**src/rtl/router_pkg.sv**
```systemverilog
// Shared definitions for the 1x3 router input-side control logic.
//   state_t   : 3-bit binary encoding of the eight controller states
//   ADDR_P*   : destination port addresses
//   NUM_PORTS : number of output FIFOs. Addresses 0..NUM_PORTS-1 are routable.
package router_pkg;

    localparam int ADDR_W    = 2;
    localparam int NUM_PORTS = 3;

    localparam int ADDR_P0 = 0;
    localparam int ADDR_P1 = 1;
    localparam int ADDR_P2 = 2;

    typedef enum logic [2:0] {
        DECODE_ADDRESS     = 3'd0,
        LOAD_FIRST_DATA    = 3'd1,
        LOAD_DATA          = 3'd2,
        FIFO_FULL_STATE    = 3'd3,
        LOAD_AFTER_FULL    = 3'd4,
        LOAD_PARITY        = 3'd5,
        CHECK_PARITY_ERROR = 3'd6,
        WAIT_TILL_EMPTY    = 3'd7
    } state_t;

    // True when an address selects one of the existing output FIFOs.
    function automatic logic addr_is_valid(input logic [ADDR_W-1:0] addr);
        return (int'(addr) < NUM_PORTS);
    endfunction

endpackage

```
**src/rtl/router_fsm.sv**
```systemverilog
// Router input-side controller.
// Sequences each packet through header decode, payload load, full-FIFO stall
// and parity check. All outputs are Moore outputs decoded from the state
// register, so nothing here has a combinational path from an input.
//
// Ports:
//   clk, resetn         : clock, asynchronous active-low reset
//   pkt_valid           : byte stream valid; falls on the parity byte
//   data_in             : destination address bits of the header byte
//   parity_done         : input register has captured the parity byte
//   low_pkt_valid       : pkt_valid fell while stalled on a full FIFO
//   fifo_full           : full flag of the currently addressed FIFO
//   fifo_empty_0/1/2    : empty flags of each output FIFO
//   soft_reset_0/1/2    : per-FIFO timeout reset from the synchroniser
//   detect_add          : header decode cycle (address latch strobe)
//   lfd_state           : header write cycle
//   ld_state            : payload write cycle
//   laf_state           : first cycle after a full stall
//   full_state          : stalled on a full FIFO
//   write_enb_reg       : FIFO write request
//   rst_int_reg         : clears the internal parity registers
//   busy                : input port is not accepting new bytes
module router_fsm
    import router_pkg::*;
#(
    parameter int ADDR_W    = router_pkg::ADDR_W,
    parameter int NUM_PORTS = router_pkg::NUM_PORTS
) (
    input  logic              clk,
    input  logic              resetn,
    input  logic              pkt_valid,
    input  logic [ADDR_W-1:0] data_in,
    input  logic              parity_done,
    input  logic              low_pkt_valid,
    input  logic              fifo_full,
    input  logic              fifo_empty_0,
    input  logic              fifo_empty_1,
    input  logic              fifo_empty_2,
    input  logic              soft_reset_0,
    input  logic              soft_reset_1,
    input  logic              soft_reset_2,
    output logic              detect_add,
    output logic              lfd_state,
    output logic              ld_state,
    output logic              laf_state,
    output logic              full_state,
    output logic              write_enb_reg,
    output logic              rst_int_reg,
    output logic              busy
);

    state_t            state_reg;
    state_t            state_next;
    logic [ADDR_W-1:0] addr_reg;
    logic [ADDR_W-1:0] addr_next;

    logic [2:0]        empty_vec;
    logic [2:0]        soft_vec;
    logic [ADDR_W-1:0] sel_addr;
    logic              sel_empty;
    logic              sel_valid;
    logic              soft_hit;

    assign empty_vec[ADDR_P0] = fifo_empty_0;
    assign empty_vec[ADDR_P1] = fifo_empty_1;
    assign empty_vec[ADDR_P2] = fifo_empty_2;

    assign soft_vec[ADDR_P0]  = soft_reset_0;
    assign soft_vec[ADDR_P1]  = soft_reset_1;
    assign soft_vec[ADDR_P2]  = soft_reset_2;

    // While decoding, the address register has not yet captured the header,
    // so the empty check has to look at the incoming address bits directly.
    assign sel_addr  = (state_reg == DECODE_ADDRESS) ? data_in : addr_reg;
    assign sel_valid = (int'(sel_addr) < NUM_PORTS);

    always_comb begin
        sel_empty = 1'b0;
        soft_hit  = 1'b0;
        for (int i = 0; i < NUM_PORTS; i++) begin
            if (sel_addr == ADDR_W'(i)) begin
                sel_empty = empty_vec[i];
            end
            // Only a timeout on the FIFO this packet targets aborts it.
            if (soft_vec[i] && (addr_reg == ADDR_W'(i))) begin
                soft_hit = 1'b1;
            end
        end
    end

    // Address register: captured on every valid-qualified decode cycle.
    always_comb begin
        addr_next = addr_reg;
        if ((state_reg == DECODE_ADDRESS) && pkt_valid) begin
            addr_next = data_in;
        end
    end

    // Next-state logic.
    always_comb begin
        state_next = state_reg;
        unique case (state_reg)
            DECODE_ADDRESS: begin
                if (pkt_valid && sel_valid) begin
                    state_next = sel_empty ? LOAD_FIRST_DATA : WAIT_TILL_EMPTY;
                end
            end
            WAIT_TILL_EMPTY: begin
                if (sel_empty) begin
                    state_next = LOAD_FIRST_DATA;
                end
            end
            LOAD_FIRST_DATA: begin
                state_next = LOAD_DATA;
            end
            LOAD_DATA: begin
                // A full FIFO wins over the end of packet; the parity byte
                // is then recovered through low_pkt_valid after the stall.
                if (fifo_full) begin
                    state_next = FIFO_FULL_STATE;
                end else if (!pkt_valid) begin
                    state_next = LOAD_PARITY;
                end
            end
            FIFO_FULL_STATE: begin
                if (!fifo_full) begin
                    state_next = LOAD_AFTER_FULL;
                end
            end
            LOAD_AFTER_FULL: begin
                if (parity_done) begin
                    state_next = DECODE_ADDRESS;
                end else if (low_pkt_valid) begin
                    state_next = LOAD_PARITY;
                end else begin
                    state_next = LOAD_DATA;
                end
            end
            LOAD_PARITY: begin
                state_next = CHECK_PARITY_ERROR;
            end
            CHECK_PARITY_ERROR: begin
                state_next = fifo_full ? FIFO_FULL_STATE : DECODE_ADDRESS;
            end
            default: begin
                state_next = DECODE_ADDRESS;
            end
        endcase

        if (soft_hit) begin
            state_next = DECODE_ADDRESS;
        end
    end

    always_ff @(posedge clk or negedge resetn) begin
        if (!resetn) begin
            state_reg <= DECODE_ADDRESS;
            addr_reg  <= '0;
        end else begin
            state_reg <= state_next;
            addr_reg  <= addr_next;
        end
    end

    // Moore output decode.
    assign detect_add    = (state_reg == DECODE_ADDRESS);
    assign lfd_state     = (state_reg == LOAD_FIRST_DATA);
    assign ld_state      = (state_reg == LOAD_DATA);
    assign laf_state     = (state_reg == LOAD_AFTER_FULL);
    assign full_state    = (state_reg == FIFO_FULL_STATE);
    assign rst_int_reg   = (state_reg == CHECK_PARITY_ERROR);
    assign write_enb_reg = (state_reg == LOAD_DATA)
                        || (state_reg == LOAD_PARITY)
                        || (state_reg == LOAD_AFTER_FULL);
    assign busy          = (state_reg != DECODE_ADDRESS)
                        && (state_reg != LOAD_DATA);

endmodule
```
**config.mk**
```make
export PLATFORM = sky130hd
export DESIGN_NAME = router_fsm
export DESIGN_NICKNAME = d
export VERILOG_FILES = /design/src/rtl/router_pkg.sv /design/src/rtl/router_fsm.sv
export SDC_FILE = /design/constraint.sdc
export NUM_CORES = 1
export LEC_CHECK = 0
export CAP_MARGIN = 5
export CORE_UTILIZATION = 30
export CTS_CLUSTER_DIAMETER = 30
export CTS_CLUSTER_SIZE = 10
export DETAILED_ROUTE_END_ITERATION = 12
export GPL_ROUTABILITY_DRIVEN = 1
export HOLD_SLACK_MARGIN = 0.02
export PLACE_DENSITY_LB_ADDON = 0.12
export SLEW_MARGIN = 40
export SYNTH_ARGS = -nofsm -noshare
export SYNTH_HDL_FRONTEND = slang
export SYNTH_SLANG_ARGS = --single-unit
```
**constraint.sdc**
```tcl
create_clock -name clk -period 2.2 [get_ports clk]
set_input_delay 0.22 -clock clk [delete_from_list [all_inputs] [get_ports clk]]
set_output_delay 0.22 -clock clk [all_outputs]
set_load 0.02 [all_outputs]
```
Word-level counts from Yosys, hierarchy flattened
Cells that the tools add are included.
{ "classes": {"order_cmp": 1, "n_eq_ne": 16, "n_mux": 18, "reduce_logical": 13} }
{ "ops": {"columns": ["cell", "count"], "rows": [
  ["2-to-1 mux 3 bit", 9],
  ["case mux 3 bit (8 select lines)", 1],
  ["== test 3 bit (second input constant)", 4],
  ["== test 3 x 2 -> 1 bit (second input constant)", 2],
  ["logical AND 1 bit", 6],
  ["2-to-1 mux 1 bit", 6],
  ["inequality test 3 x 2 -> 1 bit (second input constant)", 2],
  ["== test 2 x 1 -> 1 bit (second input constant)", 2],
  ["== test 2 bit (second input constant)", 2],
  ["logical NOT 2 bit", 2],
  ["2-to-1 mux 2 bit", 2],
  ["inequality test 4 x 3 -> 1 bit (second input constant)", 1],
  ["AND reduction 4 bit", 1],
  ["== test 3 x 1 -> 1 bit (second input constant)", 1],
  ["logical NOT 3 bit", 1],
  ["inequality test 3 x 1 -> 1 bit (second input constant)", 1],
  ["inequality test 3 bit (second input constant)", 1],
  ["nonzero test 3 bit", 1],
  ["logical OR 1 bit", 2],
  ["less-than comparator 2 bit (second input constant)", 1]
]} }
{ "word_totals": {"register_bits": 5, "input_bits": 14, "output_inout_bits": 8, "elab_cells": 50} }

Logic depth before layout (Yosys ltp)
{ "logic_depth": {"ltp_word": 10, "mapped_depth": 5, "ltp_nobuf": 4} }

Least setup slack after synthesis
Ideal clock, no wire load.
{ "synth_path": {"kind": "register to register", "from": "register state_reg[2]", "to": "register state_reg[2]", "setup_ns": 0.128, "t_arrival_ns": 1.570, "required_ns": 2.072, "slack_ns": 0.502, "path_stages_with_launch": 6, "n_path_buf": 1, "synth_period_minus_slack_ns": 1.698, "path_cell_list": "dfrtp_1 -> buf_2 -> nor3_1 -> a21boi_0 -> nor2_1 -> o311a_2"} }
{ "synth_via": {"elab_chain_len": 10, "word_cells_on_any_way": 26, "classes_between": "order compare (1); eq/ne (13); mux (8); reduce/logical (4)"} }
{ "synth_rtl": {"columns": ["element", "line_no", "source"], "rows": [
  ["from (decl)", "router_fsm.sv:52", "state_t state_reg;"],
  ["from (signal assigned)", "router_fsm.sv:160", "state_reg <= state_next;"],
  ["logical NOT 3 bit *", null, null],
  ["via detect_add", "router_fsm.sv:42", "output logic detect_add,"],
  ["2-to-1 mux 2 bit", "router_fsm.sv:74", "assign sel_addr = (state_reg == DECODE_ADDRESS) ? data_in : addr_reg;"],
  ["logical NOT 2 bit", "router_fsm.sv:81", "if (sel_addr == ADDR_W'(i)) begin"],
  ["2-to-1 mux 1 bit (3 in series)", "router_fsm.sv:81", null],
  ["2-to-1 mux 3 bit", "router_fsm.sv:105", "state_next = sel_empty ? LOAD_FIRST_DATA : WAIT_TILL_EMPTY;"],
  ["2-to-1 mux 3 bit", "router_fsm.sv:104", "if (pkt_valid && sel_valid) begin"],
  ["case mux 3 bit (8 select lines)", "router_fsm.sv:102", "unique case (state_reg)"],
  ["2-to-1 mux 3 bit", "router_fsm.sv:150", "if (soft_hit) begin"]
]} }
Mark *: on every way through the listed nets, which the timed path passes. The rest lies on a longest branch. The select of a mux whose other input is x is not followed.
A chain may end at the register's enable or synchronous reset.

Final worst setup path
{ "layout_path": {"from": "register state_reg[2]", "to": "output write_enb_reg"} }
{ "layout_via": {"elab_chain_len": 3, "word_cells_on_any_way": 5, "classes_between": "eq/ne (3); reduce/logical (2)"} }
{ "layout_rtl": {"columns": ["element", "line_no", "source"], "rows": [
  ["== test 3 x 2 -> 1 bit / == test 3 bit (equally long branches)", "router_fsm.sv:172, router_fsm.sv:173", null],
  ["logical OR 1 bit", "router_fsm.sv:173", "|| (state_reg == LOAD_PARITY)"],
  ["logical OR 1 bit *", "router_fsm.sv:174", "|| (state_reg == LOAD_AFTER_FULL);"],
  ["to (decl)", "router_fsm.sv:47", "output logic write_enb_reg,"]
]} }
Mark *: on every way between the ends. The rest lies on a longest branch, timed or not.

==> flow_summary.ini <==
[finish]
syn2layout_area_growth_pct = 54.86
n_antenna_cell = 0
final_util_pct = 50.84
nets = 94
largest_reg_flops = 3
final_layout_size_suffix_gt1_share_pct = 7.595
stdcell_area_um2 = 678.2

[drt]
dr.pass1.iters = 4
vias = 467
finalWirelength_um = 1029
ant_nets = 0
via_per_inst = 4.968
drc_errors = 0
wl_per_cell_um = 10.95
drt_iter0_markers = 9

[floorplan]
initial_core_util_pct = 32.83
num_io_pins = 22
core-area_mm2 = 0.001334
num_rows = 13
dieArea_mm2 = 0.001616
die_y_um = 40.21
die_w_um = 40.21

[grt]
grt_pass1_wl_um = 1676
antenna_found_initial = 0
grt_pass1_vias = 374
track_usage_pct = 15.90
grt_max_degree = 14
grt_overflow_total = 0

[critical_path]
startpoint_type = flip-flop
endpoint_kind = output port
cp_slowest_cell = clkdlybuf4s50_1
crit_chain = nand2b_1 -> o21ai_0 -> clkdlybuf4s50_1
critPathKind = flip-flop to output port
cp_top_family = buffers and inverters
cpPeakStageDelay_ns = 0.62
critPathMaxFanout = 12
critical_path_required_ns = 1.98
cp.arrival_ns = 1.80
r2r_slack_ns = 0.62
critPathBufInv = 1

[clock_network]
path_clk_slew_ns = 0.04
htree_num_levels = 1
cts_buffers = 3
clock-sinks = 5
cts_setup_buffers = 0
ctsRootBufferMaster = clkbuf_4
post_cts_resized = 0
worstSkewPairLatency_ns = 0.24
clock_path_buffers = 2
postCtsHoldBufs = 0
cts_tree = done

[logic_synthesis]
syn_inst = 57
synth_warnings = 0
synth_top_area_cell = dfrtp_1
syn_avg_cell_area_um2 = 7.683
synth_edf_count = 0
synth_seq_cells = 5
synth.top_cell.area_share_pct = 28.57
seq_area_frac_synth_pct = 28.57
syn_area_um2 = 437.9
synthTopCellsByArea = dfrtp_1 29%, mux2i_1 6.9%, nor2_1 6.9%, nand2_1 6.0%, mux2_2 5.1%
ys_async_sr_fraction_pct = 100.0
synth_ff_type = dfrtp_1
synth_most_common_cell = nor2_1
synth_fp_nets = 71
synth_cell_type_count = 23
ys_top_cells_by_count = 8 x nor2_1, 7 x nand2_1, 5 x dfrtp_1

[power]
power_switching_uw = 350.0
p_clk_share_pct = 12.6
internal_power_uw = 456.4
total_power_uw = 806.5
power.density_mw_per_mm2 = 1189
seqPwrFrac_pct = 28.1
power_leakage_uw = 0.0002776
p_comb_share_pct = 59.4
max-vdd-ir-drop_mv = 0.5379
switching_share_pct = 43.41

[timing]
period_minus_slack_ns = 2.023
whs_ns = 0.1960
slew_viol_final = 0
fin_tns_setup_ns = 0
max_slew_margin_pct = 69.51
rsz0062_at_grt = false
fmax_ghz = 0.4943
skew_ns = 0.002925
period_share_pct = 91.96
hold_violations = 0
worst_pin_slew_ns = 0.4515
setup-violations-final = 0

[placed_design]
port_buffers = 21
place.gp.congestion = 0.7879
place_hpwl_um = 804
placed_area_um2 = 651.9

[job]
cap_violations = 0

[hold_path]
hp-class = input port to asynchronous set/reset pin

[run_status]
status = finished clean
[worst register-to-register path: cells and delay by family, from the launching register on]
family           cells  cell delay (ns)
AND/OR/NAND/NOR      1             0.30
AO/OA/AOI/OAI        2             0.73
flip-flops           1             0.49
[worst paths after layout]
check / start / to / depth (start not counted)
worst max-delay path: state_reg[2] / write_enb_reg / 3
worst min-delay path: resetn / state_reg[2] / 1
worst max register to register: state_reg[0] / state_reg[2] / 3
worst min register to register: addr_reg[1] / addr_reg[1] / 1
max in group asynchronous: resetn / addr_reg[0] / 1
min in group clk: addr_reg[1] / addr_reg[1] / 1
[kinds of logic (layout without fill, tap and decap cells)]
| logic type | Yosys count | after routing | synth area share, % |
|---|---|---|---|
| buffers and inverters | 4 | 26 | 4.284 |
| AO/OA/AOI/OAI | 16 | 16 | 25.14 |
| flip-flops | 5 | 5 | 28.57 |
| AND/OR/NAND/NOR | 27 | 27 | 30.00 |
| multiplexers | 5 | 5 | 12.00 |
[cells in the final DEF (no fill, tap or decap), types with 3 or more instances in the layout]
cell / n
a21oi_1: 4
nand2b_1: 3
clkbuf_4: 3
dfrtp_1: 5
nand2_1: 7
nor2_1: 8
clkdlybuf4s50_1: 21
o21ai_0: 4
mux2i_1: 3
[final cells by class]
cell class	count	area, µm²
Sequential cell	5	125.1
Clock buffer	4	26.28
Inverter	1	3.754
Timing Repair Buffer	21	210.2
Fill cell	130	655.6
Multi-Input combinational cell	48	294.0
Tap cell	15	18.77
[stage by stage]
stage | std cells | setup WS, ns
finish | 94 | 0.1769
global route | 94 | 0.01544
CTS | 94 | 0.1650
detailed placement | 90 | 0.4271
global placement | 90 | 0.4383
floorplan | 57 | 0.5020
[power groups by stage]
stage	combinational (µW)	sequential, µW	clock, µW
after floorplan	356	166	0
after global placement	484	228	0
after detailed placement	481	226	0
after CTS	483	225	107
after global routing	528	237	120
final	479	226	101
[metal layers]
metal | track usage, % | up-vias | routed length (µm)
met5 | 0 | - | 0
met4 | 10.00 | 0 | 0
met3 | 3.333 | 0 | 38
met2 | 20.56 | 9 | 467
met1 | 23.31 | 208 | 524
li1 | - | 250 | -
(Power assumes the default switching activity.)
